`src/rtl/leddisplay_pkg.sv`:
```
// Shared constants for the multiplexed LED display path: FSM encoding,
// seven-segment patterns (a..g on bits [6:0]) and digit-strobe one-hots.
package leddisplay_pkg;

  localparam logic [0:0] ST_SYNC    = 1'b0;
  localparam logic [0:0] ST_COLLECT = 1'b1;

  localparam logic [6:0] SEG_0 = 7'h7E;
  localparam logic [6:0] SEG_1 = 7'h30;
  localparam logic [6:0] SEG_2 = 7'h6D;
  localparam logic [6:0] SEG_3 = 7'h79;
  localparam logic [6:0] SEG_4 = 7'h33;
  localparam logic [6:0] SEG_5 = 7'h5B;
  localparam logic [6:0] SEG_6 = 7'h5F;
  localparam logic [6:0] SEG_7 = 7'h70;
  localparam logic [6:0] SEG_8 = 7'h7F;
  localparam logic [6:0] SEG_9 = 7'h7B;
  localparam logic [6:0] SEG_A = 7'h77;
  localparam logic [6:0] SEG_B = 7'h1F;
  localparam logic [6:0] SEG_C = 7'h0D;
  localparam logic [6:0] SEG_D = 7'h3D;
  localparam logic [6:0] SEG_E = 7'h4F;
  localparam logic [6:0] SEG_F = 7'h47;

  localparam logic [3:0] SEL_D0 = 4'b1000;
  localparam logic [3:0] SEL_D1 = 4'b0100;
  localparam logic [3:0] SEL_D2 = 4'b0010;
  localparam logic [3:0] SEL_D3 = 4'b0001;

  typedef logic [1:0] pos_t;

  // Position 0 is the most significant digit.
  function automatic logic [3:0] sel_for_pos(input pos_t p);
    return SEL_D0 >> p;
  endfunction

endpackage

```
`src/rtl/seg_decode.sv`:
```
// Combinational seven-segment pattern to hex nibble decoder.
module seg_decode
  import leddisplay_pkg::*;
(
  input  logic [6:0] i_pattern,
  output logic [3:0] o_nibble,
  output logic       o_ok
);

  always_comb begin
    o_nibble = 4'h0;
    o_ok     = 1'b1;
    case (i_pattern)
      SEG_0: o_nibble = 4'h0;
      SEG_1: o_nibble = 4'h1;
      SEG_2: o_nibble = 4'h2;
      SEG_3: o_nibble = 4'h3;
      SEG_4: o_nibble = 4'h4;
      SEG_5: o_nibble = 4'h5;
      SEG_6: o_nibble = 4'h6;
      SEG_7: o_nibble = 4'h7;
      SEG_8: o_nibble = 4'h8;
      SEG_9: o_nibble = 4'h9;
      SEG_A: o_nibble = 4'hA;
      SEG_B: o_nibble = 4'hB;
      SEG_C: o_nibble = 4'hC;
      SEG_D: o_nibble = 4'hD;
      SEG_E: o_nibble = 4'hE;
      SEG_F: o_nibble = 4'hF;
      default: o_ok = 1'b0;
    endcase
  end

endmodule

```
`src/rtl/leddecoder.sv`:
```
// Recovers a 16-bit value from a multiplexed 4-digit seven-segment stream.
//   state   | meaning
//   SYNC    | waiting for a 1000 strobe carrying a valid pending code
//   COLLECT | digits 0..pos-1 captured in shadow, expecting strobe for pos
module leddecoder
  import leddisplay_pkg::*;
#(
  parameter int IDLE_LIMIT = 16
) (
  input  logic        clock,
  input  logic        reset,
  input  logic [7:0]  digitcode,
  input  logic [3:0]  selectors,
  output logic [15:0] value,
  output logic        valid,
  output logic        err
);

  localparam int IW = $clog2(IDLE_LIMIT + 1);
  localparam logic [IW-1:0] IDLE_LOAD = IW'(IDLE_LIMIT);

  logic [0:0]    r_state;
  pos_t          r_pos;
  logic [6:0]    r_pend_code;
  logic          r_pend_flag;
  logic [IW-1:0] r_idle;
  logic [15:0]   r_shadow;
  logic [15:0]   r_value;
  logic          r_valid;
  logic          r_err;

  logic [6:0]  w_new_code;
  logic        w_has_code;
  logic        w_strobe;
  logic        w_onehot;
  logic [3:0]  w_expected;
  logic [3:0]  w_nibble;
  logic        w_pat_ok;
  logic        w_code_ok;
  logic [15:0] w_shadow_next;

  // Decimal point is dropped before anything looks at the code.
  assign w_new_code = 7'((digitcode & 8'hFE) >> 1);
  assign w_has_code = |w_new_code;
  assign w_strobe   = |selectors;
  assign w_onehot   = w_strobe && ((selectors & (selectors - 4'd1)) == 4'd0);
  assign w_expected = sel_for_pos(r_pos);
  assign w_code_ok  = r_pend_flag && w_pat_ok;

  seg_decode u_seg_decode (
    .i_pattern (r_pend_code),
    .o_nibble  (w_nibble),
    .o_ok      (w_pat_ok)
  );

  always_comb begin
    w_shadow_next = r_shadow;
    case (r_pos)
      2'd0: w_shadow_next[15:12] = w_nibble;
      2'd1: w_shadow_next[11:8]  = w_nibble;
      2'd2: w_shadow_next[7:4]   = w_nibble;
      default: w_shadow_next[3:0] = w_nibble;
    endcase
  end

  always_ff @(posedge clock) begin
    if (reset) begin
      r_state     <= ST_SYNC;
      r_pos       <= 2'd0;
      r_pend_code <= 7'h00;
      r_pend_flag <= 1'b0;
      r_idle      <= '0;
      r_shadow    <= 16'h0000;
      r_value     <= 16'h0000;
      r_valid     <= 1'b0;
      r_err       <= 1'b0;
    end else begin
      r_valid <= 1'b0;
      r_err   <= 1'b0;

      // A strobe always pairs with the code pending before this cycle.
      if (w_has_code) begin
        r_pend_code <= w_new_code;
        r_pend_flag <= 1'b1;
      end else if (w_strobe) begin
        r_pend_flag <= 1'b0;
      end

      case (r_state)
        ST_SYNC: begin
          if (selectors == SEL_D0 && w_code_ok) begin
            r_shadow <= {w_nibble, 12'h000};
            r_pos    <= 2'd1;
            r_idle   <= IDLE_LOAD;
            r_state  <= ST_COLLECT;
          end
        end
        ST_COLLECT: begin
          if (w_strobe) begin
            if (selectors == SEL_D0) begin
              r_err <= 1'b1;
              if (w_code_ok) begin
                r_shadow <= {w_nibble, 12'h000};
                r_pos    <= 2'd1;
                r_idle   <= IDLE_LOAD;
              end else begin
                r_shadow <= 16'h0000;
                r_pos    <= 2'd0;
                r_state  <= ST_SYNC;
              end
            end else if (!w_onehot || selectors != w_expected || !w_code_ok) begin
              r_err    <= 1'b1;
              r_shadow <= 16'h0000;
              r_pos    <= 2'd0;
              r_state  <= ST_SYNC;
            end else if (r_pos == 2'd3) begin
              r_value  <= w_shadow_next;
              r_valid  <= 1'b1;
              r_shadow <= 16'h0000;
              r_pos    <= 2'd0;
              r_state  <= ST_SYNC;
            end else begin
              r_shadow <= w_shadow_next;
              r_pos    <= r_pos + 2'd1;
              r_idle   <= IDLE_LOAD;
            end
          end else if (r_idle == IW'(1)) begin
            r_err    <= 1'b1;
            r_shadow <= 16'h0000;
            r_pos    <= 2'd0;
            r_state  <= ST_SYNC;
          end else begin
            r_idle <= r_idle - IW'(1);
          end
        end
        default: r_state <= ST_SYNC;
      endcase
    end
  end

  assign value = r_value;
  assign valid = r_valid;
  assign err   = r_err;

endmodule

```
`config.mk`:
```
export PLATFORM = sky130hd
export DESIGN_NAME = leddecoder
export DESIGN_NICKNAME = d
export VERILOG_FILES = /design/src/rtl/leddisplay_pkg.sv /design/src/rtl/seg_decode.sv /design/src/rtl/leddecoder.sv
export SDC_FILE = /design/constraint.sdc
export NUM_CORES = 1
export LEC_CHECK = 0
export BUFFER_PORTS_ARGS = -buffer_cell sky130_fd_sc_hd__buf_2
export CORE_MARGIN = 4
export CORE_UTILIZATION = 25
export DETAILED_ROUTE_END_ITERATION = 10
export GPL_TIMING_DRIVEN = 0
export SYNTH_ARGS = -nofsm -noshare
export SYNTH_HDL_FRONTEND = slang
export SYNTH_SLANG_ARGS = --single-unit
```
`constraint.sdc`:
```
create_clock -name clock -period 3.31 [get_ports clock]
set_clock_uncertainty 0.1 [all_clocks]
set_input_delay 0.993 -clock clock [delete_from_list [all_inputs] [get_ports clock]]
set_output_delay 0.993 -clock clock [all_outputs]
set_load 0.03 [all_outputs]
```
== Word-level counts from Yosys, hierarchy flattened ==
Index checks and enable logic that the tools add are counted.
Operators by class
  muxes and demuxes: 45
  bitwise operators: 5
  shift operators: 1
  equality and inequality tests: 28
  add/sub/neg operators: 3
  reduce and logical (&&, ||, !) cells: 19
Operators with widths (number)
  16-bit 2-to-1 mux: 7
  7-bit == test, second input constant: 11
  4-bit case mux with 15 select lines: 1
  5-bit 2-to-1 mux: 7
  16-bit case mux with 2 select lines: 1
  7-bit by 6-bit == test with 1-bit output, second input constant: 3
  1-bit 2-to-1 mux: 16
  4-bit 2-to-1 mux: 4
  16-bit OR reduction: 1
  2-bit 2-to-1 mux: 6
  4-bit != test, second input constant: 3
  5-bit case mux with 2 select lines: 1
  5-bit AND reduction: 2
  7-bit by 4-bit == test with 1-bit output, second input constant: 1
  7-bit by 5-bit == test with 1-bit output, second input constant: 1
  7-bit OR reduction: 1
  5-bit by 1-bit == test with 1-bit output, second input constant: 1
  5-bit OR reduction: 1
  5-bit by 1-bit subtractor with 5-bit output, second input constant: 1
  4-bit AND: 1
  2-bit == test, second input constant: 2
  4-bit == test, second input constant: 1
  4-bit logical NOT: 1
  4-bit != test: 1
  other kinds (19): 26
Word-level totals
  logic and storage cells: 110
  input port bits: 14
  output and inout port bits: 18
  register bits after elaboration: 50

== Longest topological paths before layout ==
  depth after elaboration: 11
  gate-level depth with buffers: 10
  gate-level depth less buffers: 8

== Modules after synthesis ==
From an unflattened synthesis, not the netlist that was laid out.
Unflattened totals
  cell total of the unflattened synthesis: 307
  area total of the unflattened synthesis: 2645.0 µm²
By module, submodules not included
  leddecoder: cells each 253, area an instance 2280.9 µm², seq. area each 920.9 µm², times used 1
  seg_decode: cells each 54, area an instance 364.1 µm², seq. area each 0.0 µm², times used 1

== Worst setup path before layout ==
No wires, ideal clock.
  path kind: input to register
  start point: input port selectors[3]
  end point: register r_value[3] (netlist: value[3])
  buffers on the path: 2
  cell stages on the path: 7
  required time: 3078 ps
  library setup time: 132 ps
  path slack: 493 ps
  arrival: 2585 ps
  cells stage by stage: clkbuf_1 -> o21ai_0 -> a21oi_2 -> or4b_1 -> clkbuf_1 -> o21ai_0 -> a21oi_1
On the way
  longest elaborated chain between the ends: 9
  elaborated cells on any way between the ends: 13
  classes of those cells: add/sub (1); eq/ne (2); bitwise (3); reduce/logical (7)
Ends and longest elaborated chain
  start: declaration: RTL line leddecoder.sv:13  | input logic [3:0] selectors,
  4-bit by 1-bit subtractor with 4-bit output: RTL line leddecoder.sv:46  | assign w_onehot = w_strobe && ((selectors & (selectors - 4'd1)) == 4'd0);
  4-bit AND: RTL line leddecoder.sv:46
  4-bit logical NOT: RTL line leddecoder.sv:46
  1-bit logical AND: RTL line leddecoder.sv:46
  1-bit logical NOT: RTL line leddecoder.sv:111  | end else if (!w_onehot || selectors != w_expected || !w_code_ok) begin
  1-bit logical OR (2 in a row): RTL line leddecoder.sv:111
  1-bit inverter (no source line)
  5-bit AND reduction (no source line) (*)
  end signal: assignment: RTL line leddecoder.sv:117  | r_value <= w_shadow_next;
  end: declaration: RTL line leddecoder.sv:28  | logic [15:0] r_value;
Every way passes the cells marked *; elsewhere a longest branch is shown, timed or not.
A chain may end at the register's enable or synchronous reset.

== Worst setup path after layout ==
  start point: register r_pos[0]
  end point: register r_value[13] (netlist: value[13])
On the way
  longest elaborated chain between the ends: 6
  elaborated cells on any way between the ends: 9
  classes of those cells: eq/ne (2); shift (1); mux (1); bitwise (1); reduce/logical (4)
Ends and longest elaborated chain
  start: declaration: RTL line leddecoder.sv:23  | pos_t r_pos;
  start signal: assignment: RTL line leddecoder.sv:124  | r_pos <= r_pos + 2'd1;
  4-bit by 2-bit >> shifter with 4-bit output: RTL line leddisplay_pkg.sv:34  | return SEL_D0 >> p;
  4-bit != test: RTL line leddecoder.sv:111
  1-bit logical OR (2 in a row): RTL line leddecoder.sv:111
  1-bit inverter (no source line)
  5-bit AND reduction (no source line)
Several ways; a longest one is shown, not always the timed one.

==> flow_metrics.env <==
export IMPL_place_inst=488
export IMPL_cts_num_sinks=50
export IMPL_fin_util_pct=29.6
export IMPL_startpoint_type="flop"
export IMPL_grt_max_degree=17
export IMPL_drt_iter0_markers=156
export IMPL_areaGrowthSynthToFinish_pct=15.9
export IMPL_fill_cells=1172
export IMPL_numCtsBuffers=5
export IMPL_setup_viol=0
export IMPL_cp_endpoint="value[13]$_SDFFE_PP0P_"
export IMPL_critPathMaxFanout=10
export IMPL_grt_pass1_wl_um=12300
export IMPL_antenna_found_initial=0
export IMPL_synthCells=319
export IMPL_postRouteAntennaNets=0
export IMPL_nNetsFinal=376
export IMPL_reg2reg_depth=9
export IMPL_wl_met1_um=3690
export IMPL_rr_endpoint="value[13]$_SDFFE_PP0P_"
export IMPL_wl_per_cell_um=15.4
export IMPL_max_slew_worst_pin_slew_ns=1.31
export IMPL_min_period_over_period_pct=88.8
export IMPL_drive_gt1_share_pct=18.8
export IMPL_ys_flop_type="dfxtp_1"
export IMPL_grt_pass1_vias=2373
export IMPL_relSlewSlack_pct=11.6
export IMPL_cts_resized=0
export IMPL_hold_buffers=0
export IMPL_cp_required_ns=3.41
export IMPL_max_freq_mhz=340
export IMPL_path_clk_slew_ns=0.10
export IMPL_rows=38
export IMPL_dr_wl_met2_um=3560
export IMPL_final_hold_viol_count=0
export IMPL_arrival_ns=3.04
export IMPL_period_minus_slack_ns=2.94
export IMPL_start_util_pct=25.6
export IMPL_final_common_cell="dfxtp_1"
export IMPL_fin_cells=496
export IMPL_synth_edf_count=0
export IMPL_ctsRootBufferMaster="clkbuf_8"
export IMPL_dieArea_mm2=0.0129
export IMPL_power_leakage_nw=1.15
export IMPL_outcome="finished clean"
export IMPL_track_usage_pct=11.8
export IMPL_drtPass1Iterations=4
export IMPL_io_pins=32
export IMPL_maxCapViolCount=0
export IMPL_layout_common_cells="50 x dfxtp_1, 38 x buf_2, 30 x nor2_1"
export IMPL_path_class="flop to flop"
export IMPL_ctsHtreeMaxLevel=2
export IMPL_reg2reg_from="r_pos[0]$_SDFFE_PP0P_"
export IMPL_viasPerCell=5.20
export IMPL_insertion_delay_ns=0.33
export IMPL_post_cts_buffers=0
export IMPL_report_final_slew_viol_count=0
export IMPL_io_buffers=29
export IMPL_die_w_um=114
export IMPL_ys_seq_area_share_pct=36.0
export IMPL_postSynth_asyncResetShare_pct=0
export IMPL_routed_top_layer="met4"
export IMPL_hpwlAfterDp_um=5650
export IMPL_cts_path_max_buffers=2
export IMPL_power_density_mw_per_mm2=366
export IMPL_syn_cell_area_mm2=0.00278
export IMPL_ir_worst_vdd_mv=0.149
export IMPL_r2r_slack_ns=0.37
export IMPL_die_h_um=114
export IMPL_synth_seq_cells=50
export IMPL_grt_overflow=0
export IMPL_drc=0
export IMPL_synth_cell_types=65
export IMPL_setup_tns_ns=0
export IMPL_end_kind="flop"
export IMPL_syn_mean_instance_area_um2=8.72
export IMPL_num_vias=2580
export IMPL_rsz0062_at_grt="no"
export IMPL_ys_warn_count=0
export IMPL_gp_congestion=0.864
export IMPL_num_antenna_cells=0
export IMPL_core_mm2=0.0109
export IMPL_synth_nets=340
export IMPL_crit_start="r_pos[0]$_SDFFE_PP0P_"
export IMPL_wl_um=7630
export IMPL_min_path_type="flop to flop"
export IMPL_met3_wirelength_um=258
export IMPL_cts_tree="done"
## report_power, final
| group | internal (mW) | switching (mW) |
|---|---|---|
| clock | 0.249 | 0.229 |
| combinational | 0.0311 | 0.0605 |
| sequential | 0.606 | 0.00282 |
## cell usage after synthesis (7+ instances only)
| cell type | n | share of area (%) |
|---|---|---|
| a211oi_1 | 7 | 1.9 |
| nand2_1 | 22 | 3.0 |
| nor2b_1 | 7 | 1.6 |
| o21ai_0 | 18 | 3.2 |
| clkbuf_1 | 10 | 1.3 |
| ha_1 | 7 | 3.1 |
| dfxtp_1 | 50 | 36 |
| a22o_1 | 10 | 3.1 |
| nor2_1 | 30 | 4.0 |
| a32o_1 | 9 | 3.2 |
| o2111ai_1 | 13 | 4.1 |
| buf_2 | 9 | 1.6 |
| inv_1 | 9 | 1.2 |
| nand3_1 | 14 | 2.5 |
| a21oi_1 | 26 | 4.7 |
## layout make-up
type	instances	area (µm²)	area share, %
multi-input combinational	238	1640	50.7
sequential	50	1000	31.0
tap	140	175	5.43
timing repair buffer	29	145	4.50
buffer	22	113	3.49
clock buffer	6	82.6	2.56
clock inverter	2	38.8	1.20
inverter	9	33.8	1.05
## logic make-up (layout without fill, tap and decap cells)
family / after synthesis / in the layout / share of synthesized area (%)
AND/OR/NAND/NOR: 117 / 117 / 23.8
AO/OA/AOI/OAI: 112 / 112 / 31.1
flip-flops: 50 / 50 / 36.0
buffers and inverters: 31 / 68 / 5.26
adder cells (fa/ha/maj): 7 / 7 / 3.15
XOR/XNOR: 1 / 1 / 0.315
multiplexers: 1 / 1 / 0.360
## flip-flops by register name (all words and copies together), names as in the netlist, 2 cells and up
name,cells
r_pend_code,7
r_shadow,16
value,16
r_idle,5
r_pos,2
## worst min-delay path by stage
stage | cells after the start | endpoint | start
floorplan | 1 | r_shadow[10]$_SDFFE_PP0P_ | r_shadow[10]$_SDFFE_PP0P_
global placement | 1 | r_shadow[6]$_SDFFE_PP0P_ | r_shadow[6]$_SDFFE_PP0P_
detailed placement | 1 | r_shadow[1]$_SDFFE_PP0P_ | r_shadow[1]$_SDFFE_PP0P_
CTS | 2 | value[11]$_SDFFE_PP0P_ | value[11]$_SDFFE_PP0P_
global route | 1 | r_shadow[2]$_SDFFE_PP0P_ | r_shadow[2]$_SDFFE_PP0P_
finish | 2 | value[1]$_SDFFE_PP0P_ | value[1]$_SDFFE_PP0P_
## critical path, cell delays in order, from the launching register on
cell and delay (ns):
dfxtp_1 0.41, inv_1 0.11, ha_1 0.35, nor3_2 0.18
o21ai_0 0.14, a21oi_2 0.37, or4b_1 0.62, clkbuf_1 0.26
o21ai_0 0.21, a21oi_1 0.08
## metal layers
layer | GRT usage, % | vias up
li1 | - | 1287
met2 | 18.7 | 39
met4 | 3.13 | 0
met3 | 2.97 | 10
met1 | 16.1 | 1244
met5 | 0 | -
## metrics by stage
step / hold WS [ns] / power (mW) / area [µm²] / setup slack [ns]
detailed placement: 0.356 / 0.714 / 3100 / 0.0307
finish: 0.376 / 1.18 / 3220 / 0.370
floorplan: 0.342 / 0.685 / 2780 / 0.493
global route: 0.391 / 1.23 / 3220 / 0.125
global placement: 0.348 / 0.713 / 3100 / 0.0835
CTS: 0.379 / 1.19 / 3220 / 0.360
Note: power is estimated with default switching activity, not from simulation.
